**src/rtl/dma_ctrl.sv**
```systemverilog
// dma_ctrl: single-channel block-copy DMA over a single-ported word memory.
// Ports:
//   clk, rst            clock, asynchronous active-high reset
//   start, abort        begin a copy (sampled in IDLE) / terminate an active copy
//   src_addr, dst_addr  first source/destination word address, latched at start
//   len                 word count, latched at start (0 gives an immediate done)
//   busy, done          copy in progress / one-cycle completion pulse
//   mem_addr, mem_re, mem_we, mem_wrt_data, mem_rd_data  memory port
module dma_ctrl #(
    parameter int ADDR_W = 16,
    parameter int DATA_W = 16
) (
    input  logic              clk,
    input  logic              rst,
    input  logic              start,
    input  logic              abort,
    input  logic [ADDR_W-1:0] src_addr,
    input  logic [ADDR_W-1:0] dst_addr,
    input  logic [15:0]       len,
    output logic              busy,
    output logic              done,
    output logic [ADDR_W-1:0] mem_addr,
    output logic              mem_re,
    output logic              mem_we,
    output logic [DATA_W-1:0] mem_wrt_data,
    input  logic [DATA_W-1:0] mem_rd_data
);
    typedef enum logic [1:0] {IDLE, READ, WRITE} state_t;
    state_t state, state_n;
    logic [ADDR_W-1:0] src_q, dst_q, addr_n;
    logic [15:0] len_q, i, i_n;
    logic re_n, we_n, done_n;
    logic launch;
    assign busy = state != IDLE;
    assign launch = state == IDLE && start && len != 16'd0;
    // Memory-side outputs are computed for the coming cycle and registered,
    // so they are stable when the memory samples them on the negedge.
    always_comb begin
        state_n = state;
        i_n     = i;
        addr_n  = mem_addr;
        re_n    = 1'b0;
        we_n    = 1'b0;
        done_n  = 1'b0;
        if (abort && state != IDLE) begin
            state_n = IDLE;
        end else begin
            case (state)
                IDLE: begin
                    if (launch) begin
                        state_n = READ;
                        i_n     = 16'd0;
                        re_n    = 1'b1;
                        addr_n  = src_addr;
                    end else begin
                        done_n = start;
                    end
                end
                READ: begin
                    state_n = WRITE;
                    we_n    = 1'b1;
                    addr_n  = dst_q + ADDR_W'(i);
                end
                WRITE: begin
                    i_n = i + 16'd1;
                    if (i_n == len_q) begin
                        state_n = IDLE;
                        done_n  = 1'b1;
                    end else begin
                        state_n = READ;
                        re_n    = 1'b1;
                        addr_n  = src_q + ADDR_W'(i_n);
                    end
                end
                default: state_n = IDLE;
            endcase
        end
    end
    always_ff @(posedge clk or posedge rst) begin
        if (rst) begin
            state        <= IDLE;
            i            <= '0;
            src_q        <= '0;
            dst_q        <= '0;
            len_q        <= '0;
            mem_addr     <= '0;
            mem_re       <= 1'b0;
            mem_we       <= 1'b0;
            done         <= 1'b0;
            mem_wrt_data <= '0;
        end else begin
            state    <= state_n;
            i        <= i_n;
            mem_addr <= addr_n;
            mem_re   <= re_n;
            mem_we   <= we_n;
            done     <= done_n;
            if (launch) begin
                src_q <= src_addr;
                dst_q <= dst_addr;
                len_q <= len;
            end
            // The holding register doubles as the write-data output.
            if (state == READ)
                mem_wrt_data <= mem_rd_data;
        end
    end
endmodule

```
**config.mk**
```make
export PLATFORM = sky130hd
export DESIGN_NAME = dma_ctrl
export DESIGN_NICKNAME = d
export VERILOG_FILES = /design/src/rtl/dma_ctrl.sv
export SDC_FILE = /design/constraint.sdc
export NUM_CORES = 1
export LEC_CHECK = 0
export BUFFER_PORTS_ARGS = -buffer_cell sky130_fd_sc_hd__buf_2
export CAP_MARGIN = 20
export CORE_MARGIN = 3
export CORE_UTILIZATION = 62
export CTS_CLUSTER_DIAMETER = 100
export DETAILED_ROUTE_END_ITERATION = 8
export MAX_ROUTING_LAYER = met4
export PLACE_DENSITY = 0.86
export RECOVER_POWER = 50
export SYNTH_ARGS = -nofsm -noshare
export SYNTH_HDL_FRONTEND = slang
export SYNTH_SLANG_ARGS = --single-unit
```
**constraint.sdc**
```tcl
create_clock -name clk -period 6.7 [get_ports clk]
set_input_delay 1.34 -clock clk [delete_from_list [all_inputs] [get_ports clk]]
set_output_delay 1.34 -clock clk [all_outputs]
set_load 0.01 [all_outputs]
```
Word-level counts from Yosys, hierarchy flattened
Index checks and enable logic that the tools add are counted.
{"block": "totals", "ff_bits": 101, "inputBits": 68, "output_inout_bits": 36, "wordCells": 49}
{"block": "classes", "n_addsub": 3, "eq_ne": 6, "n_mux": 19, "bitwise_logic": 1, "reduce_logical": 10}
{"op": "$mux 16", "count": 3}
{"op": "$pmux 16 s3", "count": 1}
{"op": "$add 16x16->16", "count": 2}
{"op": "$pmux 16 s2", "count": 1}
{"op": "$add 16x1->16 const B", "count": 1}
{"op": "$eq 16x16->1", "count": 1}
{"op": "$reduce_bool 16->1", "count": 1}
{"op": "$mux 1", "count": 9}
{"op": "$pmux 2 s3", "count": 1}
{"op": "$mux 2", "count": 2}
{"op": "$ne 2x2->1 const B", "count": 2}
{"op": "$pmux 1 s2", "count": 2}
{"op": "$reduce_and 4->1", "count": 1}
{"op": "$reduce_bool 2->1", "count": 2}
{"op": "$logic_and 1x1->1", "count": 3}
{"op": "$ne 3x2->1 const B", "count": 1}
{"op": "$reduce_and 3->1", "count": 1}
{"op": "$reduce_bool 3->1", "count": 1}
{"op": "$eq 2x1->1 const B", "count": 1}
{"op": "$eq 2x2->1 const B", "count": 1}
{"op": "$logic_not 2->1", "count": 1}
{"op": "$not 1->1", "count": 1}

Logic depth before layout (Yosys ltp)
Gate-level depths: netlist (run 1).
{"block": "logic_depth", "ltp_word": 6, "depth_mapped": 15, "depth_no_buf": 13}

Worst setup path after synthesis (run 1)
OpenSTA, ideal clock, no wires.
{"block": "synth_path", "kind": "register to register", "startpoint": "register i[0]", "endpoint": "register mem_addr[11]", "setup_ns": 0.125, "arrival_ns": 3.114, "required_ns": 6.575, "path_slack_ns": 3.460, "stages_incl_launch_ff": 15, "n_path_buf": 1, "period_less_slack_ns": 3.240, "path_cell_list": "dfrtp_1 ha_1 and4_1 buf_2 nand2_1 xnor2_1 ha_1 a21oi_1 nand2_1 o221a_2 a21oi_1 o211ai_1 a221oi_1 nor2_1 mux2_4"}
{"block": "synth_via", "elab_chain_len": 4, "elab_cells_between_ends": 8, "cone_classes": "add/sub (3); eq/ne (2); mux (2); reduce/logical (1)"}
{"item": "from (decl)", "line_no": "31", "text": "logic [15:0] len_q, i, i_n;"}
{"item": "from (signal assigned)", "line_no": "93", "text": "i <= i_n;"}
{"item": "$add 16x1->16", "line_no": "65", "text": "i_n = i + 16'd1;"}
{"item": "$add 16x16->16 / $eq 16x16->1 (equally long branches)", "line_no": "72, 66"}
{"item": "$mux 16 / $ne 2x2->1 (equally long branches)"}
{"item": "$pmux 16 s3 / $reduce_and 4->1 (equally long branches)"}
{"item": "to (signal assigned)", "line_no": "94", "text": "mem_addr <= addr_n;"}
{"item": "to (decl)", "line_no": "22", "text": "output logic [ADDR_W-1:0] mem_addr,"}
Parallel ways exist; a longest one is shown, timed or not. The select of a mux whose other input is x is not followed.
A chain may end at the register's enable or synchronous reset.

Worst setup path after layout (run 1)
{"block": "layout_path", "startpoint": "register i[0]", "endpoint": "register mem_addr[6]"}
Same word-level chain as after synthesis.

==> flow_metrics.py, run 1 <==
metrics = {
    "critical_path": {
        "critPathMaxFanout": 16,
        "crit_chain": "ha_1, xor2_1, xor2_1, a2111oi_4, o2111ai_1, nor4_1, and4_1, a21o_1, mux2_2",
        "slowest_delay_ps": 660,
        "arrival_ps": 4300,
        "timing.reg2reg.setup_slack_ps": 2690,
        "crit_family": "compound AO/OA/AOI/OAI gates",
        "cp_common_cell": "xor2_1",
        "crit_path_start_kind": "flop",
        "crit_buf_inv": 0,
        "r2r_start": "i[0]",
        "slowest_stage": "a21o_1",
        "endpoint_kind": "flop",
        "cp.required_ps": 6990,
        "path_class": "reg -> reg",
        "ff2ff_path_depth": 9,
        "r2r-end": "mem_addr[6]",
        "path_depth": 9,
    },
    "timing": {
        "max_freq_mhz": 249.5,
        "fin_skew_ps": 16.17,
        "period_share_pct": 59.82,
        "slew_viol_final": 74,
        "finalSetupViolCount": 0,
        "timing.final.crit_period_ps": 4008,
        "tightest_slew_ps": 2126,
        "hold_viol_final": 0,
        "tns_ps": 0,
        "rsz0062_at_grt": "no",
        "relSlewSlack_pct": -41.76,
    },
    "power": {
        "leakagePower_nw": 3.384,
        "vdd_drop_max_uv": 297.5,
        "powerDensity_nw_per_um2": 407.8,
    },
    "floorplanning": {
        "dieArea_um2": 11950,
        "rows": 37,
        "dieHeight_um": 109.3,
        "die_w_um": 109.3,
        "initial_core_util_pct": 63.84,
        "core_area_um2": 10370,
        "io_pins": 104,
    },
    "placement": {
        "dpl-instance-area_um2": 7117,
        "port_buffers": 103,
        "dp_hpwl_um": 11880,
        "gp_congestion": 0.9479,
    },
    "cts": {
        "cts_resized": 0,
        "clockBufferDepth": 2,
        "insertion_delay_ps": 400,
        "post_cts_buffers": 0,
        "cts_buffers": 9,
        "cts_htree_levels": 3,
        "postCtsHoldBufs": 0,
        "tritoncts": "built",
        "cts.clk_slew.worst_paths_ps": 110,
        "cts.sink_count": 101,
        "clk_root_buffer_cell": "clkbuf_8",
    },
    "routing": {
        "drc": 0,
        "drt_iter0_drc": 299,
        "antenna_left": 0,
        "vias": 5225,
        "routed_via_density": 5.999,
        "detail_route.wirelength_um": 15900,
        "wl_per_cell_um": 18.26,
        "drtPass1Iterations": 4,
    },
    "finish": {
        "area_growth_pct": 10.83,
        "fin_nets": 840,
        "diodes": 0,
        "final_cell_mix": "buf_2 (102), dfrtp_1 (101), mux2_2 (72)",
        "drive_gt1_share_pct": 30.20,
        "design_area_um2": 7337,
        "final_common_cell": "buf_2",
    },
    "global_route": {
        "track_usage_pct": 28.36,
        "grt_pass1_wl_um": 25580,
        "antenna_found_initial": 0,
        "grt_overflow": 0,
        "grt_pass1_vias": 5313,
        "grt_start_max_net_pins": 86,
    },
    "synthesis": {
        "synth_top_area_cell": "dfrtp_1",
        "synth-edff-count": 0,
        "syn_inst": 642,
        "ys_seq_area_share_pct": 38.18,
        "synth_area_leaders": "dfrtp_1 (38%), mux2_2 (12%), ha_1 (7.4%), xnor2_1 (4.2%), nand2_1 (2.9%)",
        "synth_nets": 751,
        "synth_top_cell_area_share_pct": 38.18,
        "synthFlopType": "dfrtp_1",
        "syn_area_um2": 6620,
        "yosys_warnings": 0,
        "async_reset_ff_share_pct": 100.0,
        "ys_types": 67,
        "ys_ff_latch": 101,
        "postSynthAreaPerCell_um2": 10.31,
    },
    "run": {
        "drv_cap": 2,
    },
    "worst_hold_path": {
        "hold_path_end": "mem_addr[13]",
        "min_path_type": "reg -> reg",
        "hold-path-cell-count": 1,
        "hold_start": "mem_addr[13]",
    },
    "run_status": {
        "status": "complete, but fails checks",
        "violations": "capacitance limit, slew limit",
    },
}
-- final cells by class --
cell class	count	area (µm²)
clock buffers	9	123.9
clock inverters	6	78.83
fillers	789	3033
inverters	17	65.06
multi-input cells	493	3800
flip-flops and latches	101	2527
well taps	136	170.2
repair buffers	109	571.8
-- report_power, final --
group	switching [mW]	internal, mW
Combinational	0.773	0.729
Clock	0.234	0.179
Sequential	0.202	0.874
-- worst max path at each step --
stage           start          end  slack [ps]
5_1_grt          i[0]  mem_addr[6]        2430
6_report         i[0]  mem_addr[6]        2690
2_1_floorplan     rst         done        2710
4_1_cts          i[0]  mem_addr[6]        2720
3_5_place_dp   len[0]  mem_addr[6]        2660
3_3_place_gp   len[0]  mem_addr[4]        2740
-- synth_stat cells, drive strengths merged (10+ instances only) --
cell	n
dfrtp	101
o21ai	36
nor2	53
a221oi	10
a21oi	26
buf	10
nor4	11
xnor2	32
mux2	79
clkbuf	21
ha	39
nand3	17
inv	17
xor2	20
nand2	53
nor3	11
-- per-stage QoR --
| step | hold slack [ps] | std cells | worst slack, ps | utilization, % | power, mW |
|---|---|---|---|---|---|
| 5_1_grt | 520.7 | 871 | 2431 | 70.75 | 3.190 |
| 6_report | 510.3 | 871 | 2692 | 70.75 | 2.992 |
| 4_1_cts | 508.6 | 870 | 2724 | 70.58 | 2.993 |
| 3_3_place_gp | 472.4 | 855 | 2742 | 68.63 | 2.483 |
| 3_5_place_dp | 480.4 | 855 | 2664 | 68.63 | 2.572 |
| 2_1_floorplan | 484.9 | 642 | 2713 | - | 2.176 |
-- state kept, by name, indices dropped and copies added, names as in the netlist, 2 cells and up --
register / cells
len_q: 16
mem_addr: 16
i: 16
src_q: 16
state: 2
dst_q: 16
mem_wrt_data: 16
-- cells by family after synthesis --
group	after synthesis	synth area share [%]
flops	101	38.18
simple gates	185	14.40
buf+inv	48	4.441
fa+ha+maj	41	7.976
mux	80	13.99
xor+xnor	53	7.333
compound gates	134	13.68
-- per-layer routing --
layer,part of all wire [%],track usage (%)
met4,3.3,13.09
met3,4.7,4.815
met5,0,-
met1,41,34.02
met2,51,46.86
No activity file was read; power rests on OpenSTA's default activity.
==> inputs of run 2 (changes only) <==
CORE_UTILIZATION = 58   (was 62)
PLACE_DENSITY = 0.81   (was 0.86)
clock period = 4.2 ns   (was 6.7 ns; I/O delays follow)
==> flow_metrics.py, run 2 (synthesis results as in run 1) <==
metrics = {
    "run_status": {
        "status": "complete, but fails checks",
        "violations": "capacitance limit, slew limit",
    },
    "routing": {
        "detail_route.wirelength_um": 16130,
        "drc": 0,
        "antenna_left": 0,
        "drt_iter0_drc": 303,
        "drtPass1Iterations": 5,
        "vias": 5260,
        "wl_per_cell_um": 18.33,
        "routed_via_density": 5.977,
    },
    "critical_path": {
        "ff2ff_path_depth": 13,
        "endpoint_kind": "flop",
        "slowest_stage": "dfrtp_1",
        "crit_chain": "ha_1, and4_1, nand2_1, xnor2_1, ha_1, a21oi_1, nand2_1, o221a_2, a21oi_1, o211ai_1, a221oi_1, nor2_1, mux2_4",
        "cp.required_ps": 4440,
        "arrival_ps": 3850,
        "crit_path_start_kind": "flop",
        "crit_buf_inv": 0,
        "slowest_delay_ps": 510,
        "path_depth": 13,
        "critPathMaxFanout": 9,
        "path_class": "reg -> reg",
        "timing.reg2reg.setup_slack_ps": 600,
        "crit_family": "compound AO/OA/AOI/OAI gates",
    },
    "worst_hold_path": {
        "hold-path-cell-count": 1,
        "min_path_type": "reg -> reg",
    },
    "run": {
        "drv_cap": 2,
    },
    "timing": {
        "relSlewSlack_pct": -76.93,
        "tns_ps": 0,
        "finalSetupViolCount": 0,
        "max_freq_mhz": 277.4,
        "timing.final.crit_period_ps": 3605,
        "period_share_pct": 85.82,
        "tightest_slew_ps": 2651,
        "rsz0062_at_grt": "no",
        "fin_skew_ps": 9.608,
        "slew_viol_final": 105,
        "hold_viol_final": 0,
    },
    "global_route": {
        "grt_overflow": 0,
        "grt_start_max_net_pins": 73,
        "grt_pass1_wl_um": 26820,
        "antenna_found_initial": 0,
        "track_usage_pct": 26.99,
        "grt_pass1_vias": 5372,
    },
    "finish": {
        "drive_gt1_share_pct": 25.95,
        "final_common_cell": "dfrtp_1",
        "area_growth_pct": 11.72,
        "final_core_util_pct": 67.34,
        "fin_nets": 844,
        "final_cell_mix": "dfrtp_1 (101), mux2_2 (72), buf_2 (68)",
        "diodes": 0,
    },
    "cts": {
        "cts_htree_levels": 3,
        "clk_root_buffer_cell": "clkbuf_16",
        "clockBufferDepth": 2,
        "post_cts_buffers": 0,
        "postCtsHoldBufs": 0,
        "tritoncts": "built",
        "cts_resized": 0,
        "insertion_delay_ps": 360,
        "cts_buffers": 9,
        "cts.sink_count": 101,
        "cts.clk_slew.worst_paths_ps": 70,
    },
    "floorplanning": {
        "core_area_um2": 10980,
        "die_w_um": 112.8,
        "io_pins": 104,
        "initial_core_util_pct": 60.28,
        "dieArea_um2": 12730,
        "rows": 38,
        "dieHeight_um": 112.8,
    },
    "power": {
        "leakagePower_nw": 3.337,
        "vdd_drop_max_uv": 472.7,
        "powerDensity_nw_per_um2": 662.1,
    },
    "placement": {
        "gp_congestion": 0.9063,
        "port_buffers": 103,
        "dp_hpwl_um": 12190,
    },
}
[run 2: final timing paths]
check,startpoint,to
hold / removal,mem_addr[15],mem_addr[15]
max in group asynchronous,rst,mem_wrt_data[10]
setup reg to reg,i[0],mem_addr[11]
setup / recovery,i[0],mem_addr[11]
min in group asynchronous,rst,i[3]
hold reg to reg,mem_addr[15],mem_addr[15]
[run 2: area by class of cell]
class,instances,area [µm²]
multi-input cells,493,3800
fillers,826,3587
flip-flops and latches,101,2527
repair buffers,113,540.5
clock buffers,12,256.5
well taps,140,175.2
inverters,17,63.81
clock inverters,4,32.53
[run 2: power by group]
part | internal [mW] | switching [mW] | total, mW | leakage, nW
clock network | 0.436 | 0.373 | 0.809 | 0.135
logic | 1.13 | 1.24 | 2.37 | 1.97
registers | 1.40 | 0.315 | 1.71 | 1.23
[run 2: layer usage]
metal	global-route usage (%)	part of all wire, %
met5	-	0
met4	8.734	2.7
met3	5.615	4.0
met2	45.06	51
met1	32.87	43
[run 2: metrics by stage]
stage          instance area, µm²  cells  hold WS, ps  total power, mW  setup WS (ps)
6_report                     7396    880        502.5            4.897          595.4
5_1_grt                      7396    880        512.2            5.247          286.4
4_1_cts                      7448    880        495.4            4.953          577.1
3_5_place_dp                 7159    864        476.0            4.130          611.4
3_3_place_gp                 7159    864        469.4            4.034          690.0
2_1_floorplan                6620    642        484.9            3.471          712.9
[run 2: worst register-to-register path, stage by stage (launching register included)]
cell	delay [ps]
dfrtp_1	510
ha_1	300
and4_1	340
nand2_1	120
xnor2_1	220
ha_1	290
a21oi_1	270
nand2_1	100
o221a_2	260
a21oi_1	300
o211ai_1	140
a221oi_1	290
nor2_1	90
mux2_4	270
==> inputs of run 3 (changes only) <==
CORE_MARGIN = 2   (was 3)
==> flow_metrics.py, run 3 (synthesis results as in run 1) <==
metrics = {
    "cts": {
        "insertion_delay_ps": 360,
        "cts_resized": 0,
        "cts_buffers": 9,
        "cts.sink_count": 101,
        "clockBufferDepth": 2,
        "clk_root_buffer_cell": "clkbuf_16",
        "cts_htree_levels": 3,
        "cts.clk_slew.worst_paths_ps": 70,
        "postCtsHoldBufs": 0,
        "tritoncts": "built",
        "post_cts_buffers": 0,
    },
    "run_status": {
        "violations": "capacitance limit, slew limit",
        "status": "complete, but fails checks",
    },
    "routing": {
        "routed_via_density": 5.883,
        "drtPass1Iterations": 5,
        "drt_iter0_drc": 338,
        "detail_route.wirelength_um": 15500,
        "antenna_left": 0,
        "vias": 5189,
        "drc": 0,
        "wl_per_cell_um": 17.57,
    },
    "floorplanning": {
        "core_area_um2": 11270,
        "initial_core_util_pct": 58.73,
        "io_pins": 104,
        "die_w_um": 110.8,
        "dieHeight_um": 110.8,
        "rows": 39,
        "dieArea_um2": 12280,
    },
    "timing": {
        "rsz0062_at_grt": "no",
        "whs_ps": 502.7,
        "timing.final.crit_period_ps": 3747,
        "hold_viol_final": 0,
        "relSlewSlack_pct": -24.18,
        "period_share_pct": 89.21,
        "fin_ws_ps": 453.3,
        "finalSetupViolCount": 0,
        "max_freq_mhz": 266.9,
        "tightest_slew_ps": 1853,
        "slew_viol_final": 41,
        "fin_skew_ps": 8.090,
        "tns_ps": 0,
    },
    "finish": {
        "diodes": 0,
        "final_cell_mix": "dfrtp_1 (101), buf_2 (85), mux2_2 (72)",
        "fin_nets": 843,
        "final_common_cell": "dfrtp_1",
        "final_core_util_pct": 65.89,
        "design_area_um2": 7427,
        "area_growth_pct": 12.19,
        "drive_gt1_share_pct": 28.28,
        "fin_cells": 882,
    },
    "power": {
        "powerDensity_nw_per_um2": 659.3,
        "vdd_drop_max_uv": 518.7,
        "leakagePower_nw": 3.385,
        "total_power_mw": 4.897,
    },
    "global_route": {
        "grt_pass1_wl_um": 25890,
        "track_usage_pct": 26.97,
        "antenna_found_initial": 0,
        "grt_overflow": 0,
        "grt_start_max_net_pins": 84,
        "grt_pass1_vias": 5215,
    },
    "placement": {
        "dpl-instance-area_um2": 7148,
        "dp.cells": 865,
        "dp_hpwl_um": 11500,
        "pre_cts_slack_ps": 506.6,
        "port_buffers": 103,
        "gp_congestion": 0.9391,
    },
    "critical_path": {
        "crit_path_start_kind": "flop",
        "endpoint_kind": "flop",
        "timing.reg2reg.setup_slack_ps": 450,
        "cp.required_ps": 4440,
        "critPathMaxFanout": 9,
        "path_depth": 13,
        "crit_start": "i[0]",
        "ff2ff_path_depth": 13,
        "crit_chain": "ha_1, and4_1, nand2_1, xnor2_1, ha_1, a21oi_1, nand2_1, o221a_2, a21oi_1, o211ai_1, a221oi_1, nor2_1, mux2_4",
        "path_class": "reg -> reg",
        "arrival_ps": 3990,
        "slowest_delay_ps": 500,
        "slowest_stage": "dfrtp_1",
        "crit_buf_inv": 0,
        "r2r_start": "i[0]",
        "crit_family": "compound AO/OA/AOI/OAI gates",
    },
    "worst_hold_path": {
        "hold_start": "mem_wrt_data[5]",
        "min_path_type": "reg -> reg",
        "hold-path-cell-count": 1,
    },
    "run": {
        "drv_cap": 1,
    },
}
## run 3: cell types whose count changed in the layout (fill, tap and decap cells not counted), moves of 2 or more
cell / change
buf_2: +17
inv_6: +2
clkbuf_1: -17
clkinv_4: -2
## run 3: area by class of cell
cell class / count / area, µm²
Fill cell: 905 / 3845
Multi-Input combinational cell: 493 / 3800
Sequential cell: 101 / 2527
Timing Repair Buffer: 112 / 569.3
Clock buffer: 12 / 256.5
Tap cell: 143 / 178.9
Inverter: 17 / 65.06
Clock inverter: 4 / 30.03
## run 3: worst register-to-register path: cells and delay by family, from the launching register on
kind | cells | cell delay [ps]
AO/OA/AOI/OAI | 5 | 1210
adder cells (fa/ha/maj) | 2 | 630
AND/OR/NAND/NOR | 4 | 630
flip-flops | 1 | 500
XOR/XNOR | 1 | 400
multiplexers | 1 | 270
## run 3: power breakdown
group,switching [mW],leakage (nW),internal (mW)
Clock,0.373,0.140,0.438
Combinational,1.22,2.02,1.15
Sequential,0.314,1.23,1.40
## run 3: routing by layer
| metal | vias to the layer above | wire length (µm) | GRT usage [%] |
|---|---|---|---|
| li1 | 2512 | - | - |
| met1 | 2528 | 6671 | 32.75 |
| met2 | 131 | 7937 | 46.05 |
| met3 | 18 | 688 | 6.069 |
| met4 | 0 | 203 | 6.500 |
| met5 | - | 0 | - |
## run 3: path summary, 6_finish.rpt
path                                         to
worst max-delay path               mem_addr[11]
worst min-delay path            mem_wrt_data[5]
max in group asynchronous          mem_addr[12]
min in group asynchronous                  i[4]
worst min register to register  mem_wrt_data[5]
worst max register to register     mem_addr[11]
